## config.mk

```make
export PLATFORM = sky130hd
export DESIGN_NAME = lvds_word_align_ctrl
export DESIGN_NICKNAME = d
export VERILOG_FILES = /design/src/rtl/lvds_word_align_ctrl_pkg.sv /design/src/rtl/lvds_word_align_ctrl_match.sv /design/src/rtl/lvds_word_align_ctrl.sv
export SDC_FILE = /design/constraint.sdc
export NUM_CORES = 1
export LEC_CHECK = 0
export ABC_AREA = 1
export CORE_MARGIN = 5
export CORE_UTILIZATION = 49
export CTS_CLUSTER_DIAMETER = 80
export DETAILED_ROUTE_END_ITERATION = 10
export GPL_TIMING_DRIVEN = 0
export HOLD_SLACK_MARGIN = 0.03
export PLACE_DENSITY = 0.91
export SYNTH_ARGS = -nofsm -noshare
export SYNTH_HDL_FRONTEND = slang
export SYNTH_SLANG_ARGS = --single-unit
```

## constraint.sdc

```tcl
create_clock -name clk -period 3.15 [get_ports clk]
set_input_delay 0.63 -clock clk [delete_from_list [all_inputs] [get_ports clk]]
set_output_delay 0.63 -clock clk [all_outputs]
set_load 0.03 [all_outputs]
```

## src/rtl/lvds_word_align_ctrl_pkg.sv

```systemverilog
// Shared types and constants for the LVDS word-alignment controller.
package lvds_pkg;

  typedef enum logic [2:0] {
    IDLE,
    SETTLE,
    CHECK,
    SLIP,
    NEXT,
    DONE,
    FAIL
  } align_state_t;

  localparam logic [9:0] LVDS_DEFAULT_TRAINING_PATTERN = 10'h3E0;

endpackage

```

## src/rtl/lvds_word_align_ctrl_match.sv

```systemverilog
// lvds_word_match: selects the active channel word, compares it with the
// training pattern and counts consecutive matches. The controller clears the
// count on every CHECK entry and enables counting only while in CHECK.
module lvds_word_match #(
  parameter int NUM_CHANNELS = 4,
  parameter int DESER_FACTOR = 10,
  parameter logic [DESER_FACTOR-1:0] TRAINING_PATTERN = lvds_pkg::LVDS_DEFAULT_TRAINING_PATTERN,
  parameter int MATCH_COUNT = 16
) (
  input  logic                                   clk,
  input  logic                                   usr_reset,
  input  logic                                   clear,
  input  logic                                   enable,
  input  logic [$clog2(NUM_CHANNELS)-1:0]        ch_idx,
  input  logic [NUM_CHANNELS*DESER_FACTOR-1:0]   rx_data,
  output logic                                   match,
  output logic                                   match_done
);

  localparam int CH_W = $clog2(NUM_CHANNELS);
  localparam int MC_W = $clog2(MATCH_COUNT + 1);

  logic [DESER_FACTOR-1:0] word;
  logic [MC_W-1:0]         match_cnt;

  // Pick the slice of the channel currently being aligned.
  always_comb begin
    word = '0;
    for (int c = 0; c < NUM_CHANNELS; c++) begin
      if (ch_idx == CH_W'(c)) begin
        word = rx_data[c*DESER_FACTOR +: DESER_FACTOR];
      end
    end
  end

  assign match      = (word == TRAINING_PATTERN);
  assign match_done = match && (match_cnt == MC_W'(MATCH_COUNT - 1));

  // Consecutive-match counter; a mismatch restarts it, and it saturates at MATCH_COUNT.
  always_ff @(posedge clk) begin
    if (usr_reset || clear) begin
      match_cnt <= '0;
    end else if (enable) begin
      if (!match) begin
        match_cnt <= '0;
      end else if (match_cnt != MC_W'(MATCH_COUNT)) begin
        match_cnt <= match_cnt + 1'b1;
      end
    end
  end

endmodule

```

## src/rtl/lvds_word_align_ctrl.sv

```systemverilog
// lvds_word_align_ctrl: walks the LVDS rx channels one at a time, issuing
// bitslip pulses until each channel shows the training word for MATCH_COUNT
// consecutive cycles. Defining LVDS_ALIGN_SLIPCNT_EN adds the slip_count
// output recording how many slips each channel needed.
module lvds_word_align_ctrl
  import lvds_pkg::*;
#(
  parameter int NUM_CHANNELS = 4,
  parameter int DESER_FACTOR = 10,
  parameter logic [DESER_FACTOR-1:0] TRAINING_PATTERN = LVDS_DEFAULT_TRAINING_PATTERN,
  parameter int MATCH_COUNT = 16,
  parameter int SETTLE_CYCLES = 8,
  parameter int MAX_SLIPS = DESER_FACTOR
) (
  input  logic                                          clk,
  input  logic                                          usr_reset,
  input  logic                                          align_start,
  input  logic [NUM_CHANNELS*DESER_FACTOR-1:0]          rx_data,
  output logic [NUM_CHANNELS-1:0]                       rx_bitslip,
  output logic                                          busy,
  output logic                                          align_done,
  output logic                                          align_fail,
  output logic [NUM_CHANNELS-1:0]                       ch_aligned,
  output logic [$clog2(NUM_CHANNELS)-1:0]               fail_ch
`ifdef LVDS_ALIGN_SLIPCNT_EN
  ,
  output logic [NUM_CHANNELS*$clog2(MAX_SLIPS+1)-1:0]   slip_count
`endif
);

  localparam int CH_W = $clog2(NUM_CHANNELS);
  localparam int SC_W = $clog2(MAX_SLIPS + 1);
  localparam int ST_W = $clog2(SETTLE_CYCLES + 1);

  align_state_t              state, state_n;
  logic [CH_W-1:0]           ch_idx, ch_idx_n;
  logic [SC_W-1:0]           slip_cnt, slip_cnt_n;
  logic [ST_W-1:0]           settle_cnt, settle_cnt_n;
  logic                      busy_n, done_n, fail_n;
  logic [NUM_CHANNELS-1:0]   ch_aligned_n, bitslip_n;
  logic [CH_W-1:0]           fail_ch_n;
  logic                      match_clear, match_en;
  logic                      match, match_done;
`ifdef LVDS_ALIGN_SLIPCNT_EN
  logic [NUM_CHANNELS*SC_W-1:0] slip_count_n;
`endif

  lvds_word_match #(
    .NUM_CHANNELS     (NUM_CHANNELS),
    .DESER_FACTOR     (DESER_FACTOR),
    .TRAINING_PATTERN (TRAINING_PATTERN),
    .MATCH_COUNT      (MATCH_COUNT)
  ) u_match (
    .clk        (clk),
    .usr_reset  (usr_reset),
    .clear      (match_clear),
    .enable     (match_en),
    .ch_idx     (ch_idx),
    .rx_data    (rx_data),
    .match      (match),
    .match_done (match_done)
  );

  // Next-state and next-output logic; every output is registered from these values.
  always_comb begin
    state_n      = state;
    ch_idx_n     = ch_idx;
    slip_cnt_n   = slip_cnt;
    settle_cnt_n = settle_cnt;
    done_n       = align_done;
    fail_n       = align_fail;
    fail_ch_n    = fail_ch;
    ch_aligned_n = ch_aligned;
    bitslip_n    = '0;
    match_clear  = 1'b0;
    match_en     = 1'b0;
`ifdef LVDS_ALIGN_SLIPCNT_EN
    slip_count_n = slip_count;
`endif
    case (state)
      IDLE, DONE, FAIL: begin
        if (align_start) begin
          ch_aligned_n = '0;
          done_n       = 1'b0;
          fail_n       = 1'b0;
          fail_ch_n    = '0;
          ch_idx_n     = '0;
          slip_cnt_n   = '0;
          settle_cnt_n = '0;
`ifdef LVDS_ALIGN_SLIPCNT_EN
          slip_count_n = '0;
`endif
          state_n      = SETTLE;
        end
      end
      SETTLE: begin
        if (settle_cnt == ST_W'(SETTLE_CYCLES - 1)) begin
          settle_cnt_n = '0;
          match_clear  = 1'b1;
          state_n      = CHECK;
        end else begin
          settle_cnt_n = settle_cnt + 1'b1;
        end
      end
      CHECK: begin
        match_en = 1'b1;
        if (!match) begin
          state_n = SLIP;
          if (slip_cnt != SC_W'(MAX_SLIPS)) begin
            bitslip_n = NUM_CHANNELS'(1) << ch_idx;
          end
        end else if (match_done) begin
          ch_aligned_n[ch_idx] = 1'b1;
          state_n              = NEXT;
        end
      end
      SLIP: begin
        if (slip_cnt == SC_W'(MAX_SLIPS)) begin
          fail_n    = 1'b1;
          fail_ch_n = ch_idx;
`ifdef LVDS_ALIGN_SLIPCNT_EN
          slip_count_n[ch_idx*SC_W +: SC_W] = slip_cnt;
`endif
          state_n   = FAIL;
        end else begin
          slip_cnt_n   = slip_cnt + 1'b1;
          settle_cnt_n = '0;
          state_n      = SETTLE;
        end
      end
      NEXT: begin
`ifdef LVDS_ALIGN_SLIPCNT_EN
        slip_count_n[ch_idx*SC_W +: SC_W] = slip_cnt;
`endif
        if (ch_idx == CH_W'(NUM_CHANNELS - 1)) begin
          done_n  = 1'b1;
          state_n = DONE;
        end else begin
          ch_idx_n     = ch_idx + 1'b1;
          slip_cnt_n   = '0;
          settle_cnt_n = '0;
          state_n      = SETTLE;
        end
      end
      default: begin
        state_n = IDLE;
      end
    endcase
    busy_n = !(state_n inside {IDLE, DONE, FAIL});
  end

  // State, counter and output registers with synchronous reset.
  always_ff @(posedge clk) begin
    if (usr_reset) begin
      state      <= IDLE;
      ch_idx     <= '0;
      slip_cnt   <= '0;
      settle_cnt <= '0;
      busy       <= 1'b0;
      align_done <= 1'b0;
      align_fail <= 1'b0;
      fail_ch    <= '0;
      ch_aligned <= '0;
      rx_bitslip <= '0;
`ifdef LVDS_ALIGN_SLIPCNT_EN
      slip_count <= '0;
`endif
    end else begin
      state      <= state_n;
      ch_idx     <= ch_idx_n;
      slip_cnt   <= slip_cnt_n;
      settle_cnt <= settle_cnt_n;
      busy       <= busy_n;
      align_done <= done_n;
      align_fail <= fail_n;
      fail_ch    <= fail_ch_n;
      ch_aligned <= ch_aligned_n;
      rx_bitslip <= bitslip_n;
`ifdef LVDS_ALIGN_SLIPCNT_EN
      slip_count <= slip_count_n;
`endif
    end
  end

endmodule

```

==> Yosys cells after proc, flatten, opt, wreduce, memory -nomap -nowiden <==
Cells that the tools add are included.
{ "totals": {"ff_bits": 31, "input_bits": 43, "out_inout_bits": 13, "word_cells": 106} }
{ "op_classes": {"addsub": 4, "n_lt_le_gt_ge": 2, "n_eq_ne": 25, "shift": 1, "muxes": 38, "bitwise": 3, "reduce_logical": 22} }
{ "op_table": {"columns": ["cell", "count"], "rows": [
  ["$mux 10", 4],
  ["$mux 4", 7],
  ["$mux 3", 6],
  ["$pmux 4 s4", 1],
  ["$eq 3x3->1 const B", 5],
  ["$pmux 3 s5", 1],
  ["$ne 2x2->1 const B", 7],
  ["$pmux 4 s3", 1],
  ["$reduce_and 4->1", 3],
  ["$eq 10x10->1 const B", 1],
  ["$mux 5", 2],
  ["$reduce_and 3->1", 3],
  ["$add 4x1->4 const B", 2],
  ["$pmux 2 s2", 2],
  ["$pmux 4 s2", 1],
  ["$mux 1", 7],
  ["$eq 3x2->1 const B", 2],
  ["$logic_not 3->1", 2],
  ["$mux 2", 3],
  ["$reduce_bool 2->1", 3],
  ["$reduce_bool 3->1", 2],
  ["$add 5x1->5 const B", 1],
  ["$eq 5x4->1 const B", 1],
  ["$ne 5x5->1 const B", 1],
  ["other kinds (23)", 27]
]} }

==> Logic depth before layout (Yosys ltp) <==
Gate-level depths: netlist of the first run.
{ "depth": {"ltp_word": 13, "mapped_depth": 17, "depth_no_buf": 17} }

==> Cells and area by module <==
A second synthesis of the first run with hierarchy kept.
{ "hier_totals": {"cells_unflattened": 311, "area_unflattened_um2": 1956.9} }
{ "modules_own_cells": {"columns": ["module", "instances", "cells_each", "area_per_inst_um2", "seq_area_each_um2"], "rows": [
  ["lvds_word_align_ctrl", 1, 193, 1341.3, 520.5],
  ["lvds_word_match", 1, 118, 615.6, 100.1]
]} }

==> Worst setup path before layout of the first run <==
No wires, ideal clock.
{ "synth_path": {"kind": "register -> register", "from": "register ch_idx[1]", "to": "register u_match.match_cnt[3]", "arrival_ps": 1730, "required_ps": 3023, "slack_ps": 1294, "path_stages_with_launch": 17, "n_path_buf": 0, "synth_period_minus_slack_ps": 1856, "cell_sequence": "dfxtp_1 -> inv_1 -> ha_1 -> nor2_1 -> nand2_1 -> nand2_1 -> nand2_1 -> nor2_1 -> nand2_1 -> nand2_1 -> nand2_1 -> nand3_1 -> nand2_1 -> inv_1 -> nor2_1 -> nor2_1 -> nor2_1"} }
{ "synth_between": {"elab_chain_len": 8} }
{ "synth_rtl": {"columns": ["element", "line_no", "text"], "rows": [
  ["start, declared", "lvds_word_align_ctrl.sv:36", "logic [CH_W-1:0] ch_idx, ch_idx_n;"],
  ["start signal, assigned", "lvds_word_align_ctrl.sv:170", "ch_idx <= ch_idx_n;"],
  ["$logic_not 2->1", "lvds_word_align_ctrl_match.sv:30", "if (ch_idx == CH_W'(c)) begin"],
  ["$mux 10 (3 in a row)", "lvds_word_align_ctrl_match.sv:30", null],
  ["$mux 10 *", "lvds_word_align_ctrl_match.sv:30", null],
  ["$eq 10x10->1 *", "lvds_word_align_ctrl_match.sv:36", "assign match = (word == TRAINING_PATTERN);"],
  ["$ne 2x1->1 (no line)", null, null],
  ["$reduce_and 2->1 (no line)", null, null],
  ["end signal, assigned", "lvds_word_align_ctrl_match.sv:47", "match_cnt <= match_cnt + 1'b1;"],
  ["end, declared", "lvds_word_align_ctrl_match.sv:24", "logic [MC_W-1:0] match_cnt;"]
]} }
Mark *: on every way between the ends. The rest lies on a longest branch, timed or not.
A chain may end at the register's enable or synchronous reset.

==> Worst setup path in the final report of the first run <==
Ends and elaborated chain as after synthesis.

==> results of run 1 <==
[critical path: stages, from the launching register on]
cell     delay [ps]
dfxtp_1         450
inv_1           140
ha_1            290
nor2_1          180
nand2_1          80
nand2_1          60
nand2_1          50
nor2_1           90
nand2_1          50
nand2_1          50
nand2_1          80
nand3_1         230
nand2_1         140
inv_1           120
nor2_1           50
nor2_1           90
nor2_1           50
[where the power goes]
part	switching (mW)	leakage [nW]	internal [mW]	total, mW
clock network	0.138	0.0482	0.187	0.325
logic	0.0937	0.702	0.0888	0.183
registers	0.0134	0.251	0.404	0.417
total	0.245	1.00	0.680	0.925
[area by class of cell]
class / count / area, µm² / area share [%]
Tap cell: 46 / 57.6 / 2.40
Clock buffer: 6 / 51.3 / 2.14
Clock inverter: 2 / 35.0 / 1.46
Timing Repair Buffer: 55 / 551 / 23.0
Sequential cell: 31 / 621 / 25.9
Inverter: 33 / 124 / 5.18
Multi-Input combinational cell: 176 / 951 / 39.7
Buffer: 1 / 3.75 / 0.157
[logic make-up after synthesis]
| logic type | count (synthesis) | synth area share [%] |
|---|---|---|
| buf+inv | 34 | 7.51 |
| fa+ha+maj | 10 | 7.36 |
| xor+xnor | 1 | 0.516 |
| flops | 31 | 36.5 |
| simple gates | 127 | 36.0 |
| compound gates | 38 | 12.1 |
[stage by stage]
stage | hold WS (ps) | setup WS [ps]
after floorplan | 440 | 1290
after global placement | 435 | 739
after detailed placement | 454 | 705
after CTS | 467 | 820
after global routing | 487 | 560
final | 466 | 818
[cell usage after synthesis]
cell | count | area share [%]
dfxtp_1 | 31 | 37
and3_1 | 2 | 0.74
nand2_1 | 52 | 11
a211oi_1 | 3 | 1.3
nand3_2 | 1 | 0.59
o311ai_0 | 1 | 0.52
nand4_1 | 2 | 0.74
nand3_1 | 20 | 5.9
nor3_2 | 1 | 0.59
nor2_1 | 25 | 5.5
inv_1 | 31 | 6.8
o21ai_0 | 6 | 1.8
xor2_1 | 1 | 0.52
or2_2 | 1 | 0.37
nand2_2 | 1 | 0.37
clkbuf_1 | 1 | 0.22
nor4_1 | 2 | 0.74
a21oi_1 | 26 | 7.7
ha_1 | 10 | 7.4
nand4_2 | 1 | 0.74
nor2_4 | 2 | 1.3
o21bai_1 | 1 | 0.44
a31oi_1 | 1 | 0.37
nand3_4 | 1 | 1.0
inv_2 | 2 | 0.44
nand2_4 | 2 | 1.3
nor3_1 | 11 | 3.2
nand3b_1 | 3 | 1.3
[sequential cells by signal, summed over array words and instances (netlist names)]
name,flops
ch_idx,2
rx_bitslip,4
align_done,1
slip_cnt,4
align_fail,1
busy,1
settle_cnt,4
u_match.match_cnt,5
ch_aligned,4
state,3
fail_ch,2
[worst min path at each step]
stage,start,endpoint,slack (ps),cells past startpoint
floorplan,u_match.match_cnt[3],u_match.match_cnt[3],440,2
global placement,ch_aligned[1],ch_aligned[1],440,2
detailed placement,align_done,align_done,450,2
CTS,ch_aligned[3],ch_aligned[3],470,2
global route,ch_aligned[3],ch_aligned[3],490,2
finish,ch_aligned[3],ch_aligned[3],470,2
[per-layer routing]
metal | vias to the layer above | global-route usage [%] | wire, µm
met5 | - | 0 | 0
met4 | 0 | 8.76 | 68
met3 | 7 | 6.65 | 500
met2 | 61 | 38.1 | 2190
met1 | 791 | 19.5 | 1720
li1 | 919 | - | -
==> flow_metrics.tcl, run 1 <==
set metrics [dict create \
    run_status "complete, no violations" \
    detail-route-antenna-nets 0 \
    powerDensity_mw_per_mm2 386 \
    final_common_cell "clkdlybuf4s50_1" \
    fin_cells 350 \
    ios 56 \
    num_rows 21 \
    final_cell_area_mm2 0.00239 \
    placed_cells_incl_taps 342 \
    start_kind "register" \
    grt_max_degree 11 \
    ctsHtreeMaxLevel 2 \
    synth.avg_cell_area_um2 7.05 \
    via_count 1778 \
    synth.ff_latch_count 31 \
    ctsRootBufferMaster "clkbuf_4" \
    grt_pass1_vias 1760 \
    skew_ps 10.2 \
    tns_ps 0 \
    hp-class "reg2reg" \
    critical_path_class "reg2reg" \
    timing.rr.end "u_match.match_cnt[3]" \
    crit_arrival_ps 2560 \
    rr_startpoint "ch_idx[1]" \
    start_util_pct 50.9 \
    drive_above_1_share_pct 6.58 \
    cts_buffer_depth 2 \
    worstPathMaxFanout 7 \
    dp_hpwl_um 3700 \
    fin_crit_sh_pct 74.0 \
    place_congestion 0.830 \
    reg2reg_depth 16 \
    clock-sinks 31 \
    diodes 0 \
    ys.warnings.count 0 \
    period_needed_ps 2330 \
    coreArea_mm2 0.00334 \
    required_ps 3370 \
    grt_pass1_wl_um 7100 \
    layout_common_cells "55 x clkdlybuf4s50_1, 52 x nand2_1, 31 x inv_1, 31 x dfxtp_1, 26 x a21oi_1" \
    wirelength_um 4480 \
    clkTransAtPathRegs_ps 100 \
    fin_util_pct 71.7 \
    syn_nets 294 \
    cts_resized 0 \
    setup-violations-final 0 \
    postCtsHoldBufs 0 \
    wire_per_inst_um 12.8 \
    drt_iter0_drc 64 \
    hold_violations 0 \
    first_pass_iters 4 \
    viasPerCell 5.08 \
    endpoint "u_match.match_cnt[3]" \
    yosysSeqAreaShare_pct 36.5 \
    finalPower_mw 0.925 \
    drc 0 \
    synth_cell_type_count 28 \
    grt_usage_pct 20.1 \
    die_x_um 68.9 \
    placed_cell_area_mm2 0.00231 \
    rrSetupSlack_ps 820 \
    cts_setup_buffers 0 \
    insertion_delay_ps 340 \
    netlist_instances 241 \
    tritoncts "built" \
    nNetsFinal 356 \
    startpoint "ch_idx[1]" \
    filler_cell_count 288 \
    slew_headroom_pct 64.7 \
    end_kind "register" \
    maxCapViolations 0 \
    io_buffer_count 55 \
    die_h_um 68.9 \
    numCtsBuffers 5 \
    rsz0062_at_grt "false" \
    antenna_found_initial 0 \
    fmaxAchievable_mhz 429 \
    netlist_area_mm2 0.00170 \
    vdd_drop_max_mv 0.257 \
    area_growth_pct 40.9 \
    grt.overflow.total 0 \
    power_leakage_nw 1.00 \
    drv_slew 0 \
    die_area_mm2 0.00475 \
    tightest_slew_ps 524 \
]
No activity file was read; power rests on OpenSTA's default activity.
==> run 2, diff against run 1 <==
CORE_UTILIZATION = 41   (was 49)
PLACE_DENSITY = 0.82   (was 0.91)
clock period = 2.1 ns   (was 3.15 ns; I/O delays follow)
==> run 2 against run 1 <==
Effect of this change: power grew 47%; cell area up 1.6%; flip-flop and latch count stayed put; via count decreased by 2.6%; global-route usage down 3.8 points; sequential power increased by 51%; count of clock-buffer cells in the layout is the same; fmax up 22%; critical path depth rose by 1; clock power grew 40%; final cell count is 0.86% higher; clock skew is 2.9 ps lower; critical path type unchanged.
==> flow_metrics.tcl, run 2 (synthesis gave the netlist of run 1 again) <==
set metrics [dict create \
    met2WireLength_um 1950 \
    dp_hpwl_um 3350 \
    fin_crit_sh_pct 91.0 \
    seq_area_um2 626 \
    diodes 0 \
    crit_arrival_ps 2070 \
    antenna_found_initial 0 \
    coreArea_mm2 0.00400 \
    maxCapViolations 0 \
    clock-sinks 31 \
    nNetsFinal 356 \
    via_count 1732 \
    largest_register_ffs 5 \
    vdd_drop_max_mv 0.364 \
    highest_layer "met4" \
    clkTransAtPathRegs_ps 60 \
    critical_path_class "reg2reg" \
    start_util_pct 42.5 \
    drive_above_1_share_pct 9.24 \
    run_status "complete, no violations" \
    num_rows 23 \
    rsz0062_at_grt "false" \
    die_h_um 74.4 \
    slew_headroom_pct 67.7 \
    layout_common_cells "55 x clkdlybuf4s50_1, 51 x nand2_1, 29 x inv_1, 29 x dfxtp_1" \
    powerDensity_mw_per_mm2 558 \
    numCtsBuffers 5 \
    grt_pass1_vias 1624 \
    io_buffer_count 55 \
    fin_util_pct 60.8 \
    worstPathMaxFanout 7 \
    area_growth_pct 43.1 \
    period_needed_ps 1910 \
    place_congestion 0.824 \
    path_cells "inv_2 > ha_2 > inv_1 > nor2_1 > nand2_1 > nand2_1 > nand2_1 > nor2_1 > nand2_1 > nand2_1 > nand2_2 > nand3_4 > nand2_1 > inv_1 > nor2_1 > nor2_1 > nor2_1" \
    ctsHtreeMaxLevel 2 \
    fmaxAchievable_mhz 524 \
    multi_input_area_um2 975 \
    critPathSlowestCell "dfxtp_4" \
    die_x_um 74.4 \
    filler_cell_count 364 \
    wl_met1_um 1740 \
    required_ps 2260 \
    die_area_mm2 0.00553 \
    ios 56 \
    hp-class "reg2reg" \
    tritoncts "built" \
    ctsRootBufferMaster "clkbuf_8" \
    viasPerCell 4.91 \
    placed_cell_area_mm2 0.00231 \
    grt.overflow.total 0 \
    first_pass_iters 4 \
    route.met3.wl_um 420 \
    start_kind "register" \
    power_leakage_nw 1.00 \
    skew_ps 7.26 \
    cpPeakStageDelay_ps 360 \
    end_kind "register" \
    crit_buf_inv 3 \
    final_cell_area_mm2 0.00243 \
    regMostFlops "u_match.match_cnt" \
    insertion_delay_ps 280 \
    drc 0 \
    grt_pass1_wl_um 6940 \
    hold_violations 0 \
    cts_buffer_depth 2 \
    finalPower_mw 1.36 \
    crit_top_cell "nand2_1" \
    grt_usage_pct 16.2 \
    tightest_slew_ps 484 \
    detail-route-antenna-nets 0 \
    wirelength_um 4190 \
    final_common_cell "clkdlybuf4s50_1" \
    drv_slew 0 \
    wire_per_inst_um 11.9 \
    worst_path_dominant_cell_family "simple AND/OR/NAND/NOR gates" \
    drt_iter0_drc 93 \
    grt_max_degree 11 \
    setup-violations-final 0 \
]
==> run 2: tightest hold or removal path, cell delays in order (launching register included) <==
cell and delay [ps]:
dfxtp_1 300, inv_1 40, a21oi_1 50
==> run 2: final timing paths <==
| path | start | slack [ps] | end | cells after the start |
|---|---|---|---|---|
| worst min register to register | ch_aligned[1] | 450 | ch_aligned[1] | 2 |
| worst min-delay path | ch_aligned[1] | 450 | ch_aligned[1] | 2 |
| worst max register to register | ch_idx[1] | 190 | u_match.match_cnt[3] | 17 |
| worst max-delay path | ch_idx[1] | 190 | u_match.match_cnt[3] | 17 |
==> run 2: metal layers <==
| metal | up-vias | global-route usage (%) |
|---|---|---|
| li1 | 915 | - |
| met2 | 53 | 28.5 |
| met1 | 757 | 18.1 |
| met4 | 0 | 8.70 |
| met3 | 7 | 3.65 |
| met5 | - | 0 |
==> run 2: timing repair <==
item | in CTS | in global routing
hold buffers | 0 | 0
buffers inserted | 0 | 0
gates resized for setup | 2 | 10
setup endpoints to repair | 9 | 15
==> run 2: stage by stage <==
| step | setup TNS, ps | instances | setup slack, ps | hold slack, ps |
|---|---|---|---|---|
| global route | 0 | 353 | 40.6 | 469 |
| floorplan | 0 | 241 | 244 | 440 |
| CTS | 0 | 353 | 10.0 | 451 |
| detailed placement | -556 | 346 | -166 | 442 |
| finish | 0 | 353 | 190 | 447 |
| global placement | -426 | 346 | -134 | 436 |
==> run 2: cell type report <==
cell class	instances	share of cell area, %
buffer	1	0.154
clock buffer	6	3.40
clock inverter	1	0.206
inverter	33	5.20
multi-input combinational	176	40.1
sequential	31	25.7
tap	50	2.57
timing repair buffer	55	22.6
==> run 2: power breakdown <==
part,switching [mW],total (mW),internal [mW]
registers,0.0220,0.630,0.608
logic,0.136,0.272,0.136
clock network,0.200,0.456,0.256
total,0.358,1.36,1.00
